File: config.mk
export PLATFORM = sky130hd
export DESIGN_NAME = dbu_ctrl
export DESIGN_NICKNAME = d
export VERILOG_FILES = /design/src/rtl/dbu_ctrl.sv
export SDC_FILE = /design/constraint.sdc
export NUM_CORES = 1
export LEC_CHECK = 0
export BUFFER_PORTS_ARGS = -buffer_cell sky130_fd_sc_hd__buf_2
export CAP_MARGIN = 20
export CORE_AREA = 3 3 163 165
export DETAILED_ROUTE_END_ITERATION = 10
export DIE_AREA = 0 0 166 168
export GPL_ROUTABILITY_DRIVEN = 0
export SYNTH_ARGS = -nofsm -noshare
export SYNTH_HDL_FRONTEND = slang
export SYNTH_SLANG_ARGS = --single-unit
File: constraint.sdc
create_clock -name clk -period 7.3 [get_ports clk]
set_input_delay 0.365 -clock clk [delete_from_list [all_inputs] [get_ports clk]]
set_output_delay 0.365 -clock clk [all_outputs]
set_load 0.03 [all_outputs]
File: src/rtl/dbu_ctrl.sv
// Debug-unit controller for the multicycle CPU: run/step/breakpoint control of
// the CPU clock-enable, an inspection address counter and the display word mux.
module dbu_ctrl #(
  parameter int STATUS_W = 247,
  parameter int SIGNAL_W = 23,
  parameter int WIDTH    = 32,
  parameter int ADDR_W   = 8
) (
  input  logic                clk,
  input  logic                rst,
  input  logic                succ,
  input  logic                step,
  input  logic                inc,
  input  logic                dec,
  input  logic [2:0]          sel,
  input  logic                m_rf,
  input  logic                brk_en,
  input  logic [WIDTH-1:0]    brk_pc,
  input  logic [STATUS_W-1:0] status,
  input  logic [WIDTH-1:0]    m_data,
  input  logic [WIDTH-1:0]    rf_data,
  output logic                run,
  output logic [ADDR_W-1:0]   m_rf_addr,
  output logic [WIDTH-1:0]    disp_data,
  output logic [SIGNAL_W-1:0] sgn_led,
  output logic                halted
);

  typedef enum logic [1:0] {IDLE, STEP, CONT, HALT} state_t;

  state_t state_r, state_nx;

  logic [SIGNAL_W-1:0] sgn;
  logic [WIDTH-1:0]    next_pc, pc, ir, rd0, rd1, alu_out, mdr;

  assign sgn     = status[STATUS_W-1 -: SIGNAL_W];
  assign next_pc = status[7*WIDTH-1 -: WIDTH];
  assign pc      = status[6*WIDTH-1 -: WIDTH];
  assign ir      = status[5*WIDTH-1 -: WIDTH];
  assign rd0     = status[4*WIDTH-1 -: WIDTH];
  assign rd1     = status[3*WIDTH-1 -: WIDTH];
  assign alu_out = status[2*WIDTH-1 -: WIDTH];
  assign mdr     = status[WIDTH-1:0];

  // Three-stage chains, bit order {dec, inc, step, succ}; stage 2 is the
  // synchronized level and stage 3 only serves rising-edge detection.
  logic [3:0] sync_q [0:2];

  always_ff @(posedge clk or negedge rst) begin
    if (!rst) begin
      sync_q[0] <= '0;
      sync_q[1] <= '0;
      sync_q[2] <= '0;
    end else begin
      sync_q[0] <= {dec, inc, step, succ};
      sync_q[1] <= sync_q[0];
      sync_q[2] <= sync_q[1];
    end
  end

  logic       succ_s;
  logic [2:0] pulse;
  logic       step_p, inc_p, dec_p;
  logic       hit;

  assign succ_s = sync_q[1][0];
  assign pulse  = sync_q[1][3:1] & ~sync_q[2][3:1];
  assign step_p = pulse[0];
  assign inc_p  = pulse[1];
  assign dec_p  = pulse[2];
  assign hit    = brk_en & (pc == brk_pc);

  always_ff @(posedge clk or negedge rst) begin
    if (!rst) begin
      state_r <= IDLE;
      halted  <= 1'b0;
    end else begin
      state_r <= state_nx;
      halted  <= (state_nx == HALT);
    end
  end

  always_comb begin
    state_nx = state_r;
    case (state_r)
      IDLE: begin
        if (succ_s)      state_nx = CONT;
        else if (step_p) state_nx = STEP;
      end
      STEP: state_nx = IDLE;
      CONT: begin
        if (!succ_s)     state_nx = IDLE;
        else if (hit)    state_nx = HALT;
      end
      HALT: begin
        if (step_p)      state_nx = STEP;
        else if (!succ_s) state_nx = IDLE;
      end
      default: state_nx = IDLE;
    endcase
  end

  // Gating run on hit freezes the CPU in the very cycle the breakpoint PC shows up.
  always_comb begin
    run = 1'b0;
    case (state_r)
      STEP:    run = 1'b1;
      CONT:    run = ~hit;
      default: run = 1'b0;
    endcase
  end

  always_ff @(posedge clk or negedge rst) begin
    if (!rst) begin
      m_rf_addr <= '0;
    end else if (inc_p && !dec_p) begin
      m_rf_addr <= m_rf_addr + ADDR_W'(1);
    end else if (dec_p && !inc_p) begin
      m_rf_addr <= m_rf_addr - ADDR_W'(1);
    end
  end

  logic [WIDTH-1:0] disp_nx;

  always_comb begin
    disp_nx = '0;
    case (sel)
      3'd0:    disp_nx = m_rf ? m_data : rf_data;
      3'd1:    disp_nx = next_pc;
      3'd2:    disp_nx = pc;
      3'd3:    disp_nx = ir;
      3'd4:    disp_nx = rd0;
      3'd5:    disp_nx = rd1;
      3'd6:    disp_nx = alu_out;
      3'd7:    disp_nx = mdr;
      default: disp_nx = '0;
    endcase
  end

  always_ff @(posedge clk or negedge rst) begin
    if (!rst) begin
      disp_data <= '0;
      sgn_led   <= '0;
    end else begin
      disp_data <= disp_nx;
      sgn_led   <= sgn;
    end
  end

endmodule

==> results of run 1 <==
[final cells by class]
class / instances / area, sq um / share of cell area (%)
sequential: 77 / 1930 / 24.1
antenna: 3 / 7.51 / 0.0939
multi-input combinational: 404 / 3130 / 39.2
inverter: 12 / 45.0 / 0.563
clock inverter: 5 / 61.3 / 0.767
timing repair buffer: 426 / 2180 / 27.2
tap: 330 / 413 / 5.16
clock buffer: 11 / 233 / 2.91
[flip-flops by register name, indices dropped and copies added, names as in the netlist]
register and cells:
sgn_led 23, halted 1, m_rf_addr 8, state_r 2, disp_data 32, succ_s 1
sync_q 10
[worst max path at each step]
| stage | start | end | slack [ns] | cells after the start |
|---|---|---|---|---|
| 2_1_floorplan | sync_q[3] | m_rf_addr[7] | 4.87 | 9 |
| 3_3_place_gp | status[171] | run | 4.55 | 7 |
| 3_5_place_dp | sel[1] | disp_data[17] | 4.52 | 6 |
| 4_1_cts | status[171] | run | 4.55 | 7 |
| 5_1_grt | status[171] | run | 4.44 | 7 |
| 6_report | status[171] | run | 4.62 | 7 |
[cell usage in the layout, fill, tap and decap left out, types with 11 or more instances in the layout]
cell type | Yosys | final
buf_2 | 16 | 416
a21oi_1 | 40 | 40
inv_1 | 11 | 11
nor2_1 | 31 | 31
xnor2_1 | 35 | 35
o2bb2ai_1 | 12 | 12
dfrtp_1 | 77 | 77
mux4_2 | 16 | 16
mux2i_1 | 55 | 55
a22o_1 | 15 | 15
mux2_2 | 12 | 12
o21ai_0 | 26 | 26
a22oi_1 | 16 | 16
o211ai_1 | 16 | 16
o22ai_1 | 13 | 13
ha_1 | 11 | 11
nand2_1 | 37 | 37
[layer usage]
layer  GRT usage [%]  up-vias
li1                -     2786
met1            23.3     2850
met2            27.3      313
met3            3.15       30
met4            6.47        0
met5               0        -
[power by group through the flow]
stage                     Clock (mW)  Combinational [mW]  Sequential [mW]
after floorplan                    0               0.344            0.633
after global placement             0               0.696            0.535
after detailed placement           0               0.707            0.535
after CTS                      0.461               0.709            0.527
after global routing           0.482               0.772            0.536
final                          0.444               0.709            0.527
[metrics by stage]
step                hold WS [ns]  setup slack (ns)
finish                   -0.0195              4.62
global placement           0.335              4.55
CTS                        0.115              4.55
global route              0.0115              4.44
detailed placement         0.335              4.52
floorplan                 0.0694              4.87
[kinds of logic (layout without fill, tap and decap cells)]
group	Yosys count	in the layout	share of synthesized area, %
xor gates and xnor gates	36	36	5.97
AOI/OAI and AO/OA	162	162	20.6
other	0	3	0
buffers and inverters	51	454	4.36
adders and majority gates	12	12	2.98
muxes	83	83	19.8
DFF	77	77	36.5
and+or+nand+nor	111	111	9.82
==> metrics.txt, run 1 <==
reg2reg end=m_rf_addr[7]; dominant synthesized flop cell=dfrtp_1; DR WL/cell=19.9 um; Worst-Skew Late Latency=0.33 ns; share of layout cells above drive strength 1=50.6%; Setup CP Type=input port to output port; count leader, synth=dfrtp_1; die height=168 um; final critical-path required period=2.68 ns; clk sinks=77; clock root cell=clkbuf_16; Syn Inst Count=532; Met2 Routed Length=11,900 um; WP buf/inv=2; placed cell count=1,247; Antenna Nets Post-Route=0; power share of the sequential group=31.4%; # nets final=1,296; CTS tree=yes; HPWL after DPL=21,000 um; FF-to-FF Start=sync_q[6]; top post-synthesis cells by count=dfrtp_1 (77), mux2i_1 (55), a21oi_1 (40), nand2_1 (37), xnor2_1 (35); status=complete, but fails checks; cell area after synthesis=5290 sq um; WL final=25,200 um; Final Hold Fails=32; hold buffers post-CTS=0; final setup violation count=0; CP Launch Type=input port; top sig layer=met4; NetSw=0.629 mW; Top cell by count, worst path=buf_2; Worst Setup End Kind=output port; maximum buffer depth of the clock tree=2; first-pass GRT wire length=36,700 um; row count=58; data required time of the worst path=6.93 ns; Avg Inst Size Synth=9.93 sq um; pins over their slew limit=0; Pint=1.05 mW; dpl cell area=7660 sq um; Lkg Pwr=3.92 nW; antenna violations before repair=3; Residual DRC=0; CP max FO=4; FFs w/ async S/R, synth=100%; Resized Gates After CTS=0; Met3 Wirelength=1730 um; Yosys reg bits=77; Syn. warnings=0; clock slew at reported path FFs=0.06 ns; utilization after layout=31.8%; Area Overhead vs Synth=51.3%; Tot GR Track Use=17.2%; crit path DAT=2.31 ns; Logic pwr share=42.2%; post-synth top area cell=dfrtp_1; max incr delay on CP=0.65 ns; Hold Crit Class=input port to asynchronous set/reset pin; Num CTS Buffers=9; via/cell ratio=4.72; # Max-Cap Violations=0; peak supply drop=0.144 mV; RSZ-0062 raised after global routing=no; drt first pass iters=5; failing checks=hold timing; fin crit share=36.6%; vias in the first global route=5,943; sequential-to-total area share from yosys stat=36.5%; met1 WL=10,800 um; hold_ws=-0.0195 ns; Post-synth EDFFs=0; Synth top area share=36.5%; Setup TNS Final=0 ns; Die ar.=27,900 sq um; largest net degree at the start of global routing=82; postcts setup bufs=0; total chip power=1.68 mW; Buffers on Ports=418; CP top delay family=simple AND/OR/NAND/NOR gates; Starting DRT DRC Count=358; Sw Ratio=37.4%; die width=166 um; final instance area=8000 sq um; pwr dens=210 nW/um^2; cell chain of the critical path=buf_2 > xnor2_1 > nand4_1 > nor3_1 > a31oi_1 > o21a_1 > buf_2; FILL cells=2,674; Final Non-Filler Cells=1,268; path depth of the worst reg2reg path=9; clock share of power=26.4%; clock skew=0.00229 ns; Worst R2R Setup Slack=4.66 ns; DR vias=5,979; Core ar.=25,200 sq um; fmax=374 MHz; # IOs=419; syn nets=898; Slowest cell on crit path=nor3_1; starting density of the core=21.0%; relative slew slack=40.9%; Synth cell types=49; H-Tree Depth=3; synth top area cells=dfrtp_1 (36%), mux2i_1 (10%), mux4_2 (6.8%); aggregate global routing overflow=0; Slew @ Worst Pin=0.887 ns
No activity file was read; power rests on OpenSTA's default activity.
==> run 2: changes to the inputs <==
- CORE_AREA: 3 3 163 165 -> 3 3 164 166
- DIE_AREA: 0 0 166 168 -> 0 0 167 169
- clock period: 7.3 -> 2.5 ns (I/O delays scaled with it)
==> run 2 against run 1 <==
Effect of this change:
- the flow now finishes without violations
- utilization rose by 0.90 points
- first-iteration DRC count up 8.4%
- sequential power grew to 2.9 times the previous value
- design area is 5.2% higher
- global-route usage shrank 0.40 points
- count of clock-buffer cells in the layout unchanged
- die area increased by 1.2%
- combinational power rose to 3.0 times the previous value
- clock skew increased by 0.0047 ns
- highest routed layer is now met5
==> metrics.txt, run 2 (synthesis gave the netlist of run 1 again) <==
WL final=25,300 um (+0.47%); cell chain of the critical path=nor2b_1 > ha_1 > inv_2 > buf_4 > ha_1 > o21ai_0 > o21bai_1 > a2111o_1 > a2111o_1 > o211ai_2; DR WL/cell=19.2 um (-3.3%); starting density of the core=20.5% (-0.47 points); fmax=420 MHz; clk sinks=77 (unchanged); Setup CP Type=flop to flop; share of layout cells above drive strength 1=50.0% (-0.59 points); status=complete, no violations; postcts setup bufs=0 (unchanged); die width=167 um (+0.60%); WP buf/inv=2 (unchanged); final setup violation count=0 (unchanged); CP max FO=5 (+1); data required time of the worst path=2.75 ns (-4.18 ns); # Max-Cap Violations=0 (unchanged); commonest non-fill, non-tap cell in the layout=buf_2; Starting DRT DRC Count=388 (+8.4%); Place WS=0.0734 ns (-4.45 ns); clock skew=0.00703 ns (+0.00474 ns); first-pass GRT wire length=36,100 um (-1.5%); Worst Setup End Kind=flop; clock slew at reported path FFs=0.07 ns (about the same); largest net degree at the start of global routing=45 (-45%); Die ar.=28,200 sq um (+1.2%); Hold Crit Class=input port to flop; Largest Register=disp_data; CTS tree=yes; vias in the first global route=6,100 (+2.6%); maximum buffer depth of the clock tree=2 (unchanged); Antenna Nets Post-Route=0 (unchanged); antenna violations before repair=7 (+4); pins over their slew limit=0 (unchanged); Tot GR Track Use=16.8% (-0.40 points); row count=59 (+1.7%); CP top delay family=compound AO/OA/AOI/OAI gates; Area Overhead vs Synth=59.2%; Worst-Skew Late Latency=0.33 ns (about the same); pwr dens=603 nW/um^2 (+190%); H-Tree Depth=3 (unchanged); Residual DRC=0 (unchanged); max incr delay on CP=0.44 ns (-0.21 ns); aggregate global routing overflow=0 (unchanged); crit path DAT=2.63 ns (+0.32 ns); Num CTS Buffers=9 (unchanged); Core ar.=25,800 sq um (+2.3%); clock root cell=clkbuf_16; final critical-path required period=2.38 ns; die height=169 um (+0.60%); commonest non-fill, non-tap cells in the layout=buf_2 (416), dfrtp_1 (77), mux2i_1 (55), a21oi_1 (40), nand2_1 (37); Final Hold Fails=0 (-100%); peak supply drop=0.529 mV (+270%); relative slew slack=50.7% (+9.8 points); via/cell ratio=4.65 (-1.5%); CP Launch Type=flop; HPWL after DPL=21,300 um (+1.4%); # nets final=1,339 (+3.3%); Final Worst Setup Slack=0.118 ns (-4.51 ns); drt first pass iters=5 (unchanged); max reg flops=32 (unchanged); Slowest cell on crit path=a2111o_1; Lkg Pwr=4.12 nW (+5.2%); # IOs=419 (unchanged); RSZ-0062 raised after global routing=no; Buffers on Ports=418 (unchanged); FILL cells=2,723 (+1.8%); fin crit share=95.3%; Setup TNS Final=0 ns (unchanged); DR vias=6,120 (+2.4%); top flop regs=disp_data (32), sgn_led (23), sync_q (10); Slew @ Worst Pin=0.740 ns (-0.148 ns)
[run 2: stage by stage]
stage	hold WS, ns	power, mW	util [%]	area, sq um	std cells
floorplan	-0.171	2.85	-	5290	532
global placement	0.167	3.62	30.3	7810	1269
detailed placement	0.180	3.67	30.3	7810	1269
CTS	0.0780	5.13	32.6	8400	1313
global route	0.111	5.39	32.7	8410	1317
finish	0.0942	5.07	32.7	8410	1317
[run 2: path summary, 6_finish.rpt]
| kind | from | endpoint | slack (ns) | cells after the start |
|---|---|---|---|---|
| min in group asynchronous | rst | sgn_led[14] | 0.34 | 2 |
| worst min register to register | sync_q[8] | succ_s | 0.35 | 0 |
| worst min-delay path | rf_data[21] | disp_data[21] | 0.09 | 3 |
| worst max register to register | sync_q[2] | m_rf_addr[7] | 0.12 | 10 |
| max in group asynchronous | rst | disp_data[14] | 1.48 | 3 |
| worst max-delay path | sync_q[2] | m_rf_addr[7] | 0.12 | 10 |
[run 2: timing repair]
item	CTS	global route
hold buffers	28	0
endpoints found under the hold margin	69	0
resized for setup	0	1
endpoints found under the setup margin	0	2
[run 2: routing by layer]
metal / up-vias / global-route usage, % / wire length, um
met5: - / 0 / 35
met1: 2915 / 23.4 / 11100
li1: 2875 / - / -
met2: 300 / 26.9 / 12100
met3: 24 / 3.39 / 1850
met4: 6 / 3.77 / 333
[run 2: cell type report]
class	count	area [sq um]	area share, %
multi-input combinational	404	3130	37.2
timing repair buffer	469	2560	30.5
sequential	77	1930	22.9
tap	335	419	4.98
clock buffer	11	233	2.77
clock inverter	5	85.1	1.01
inverter	12	45.0	0.535
antenna	4	10.0	0.119
[run 2: report_power, final]
| part | internal [mW] | total (mW) | switching, mW |
|---|---|---|---|
| sequential | 1.42 | 1.55 | 0.133 |
| combinational | 0.915 | 2.12 | 1.21 |
| clock | 0.879 | 1.40 | 0.517 |
| total | 3.21 | 5.07 | 1.86 |
[run 2: tightest hold or removal path: stages]
cell     delay [ns]
buf_2          0.07
mux2i_1        0.05
a21oi_1        0.14
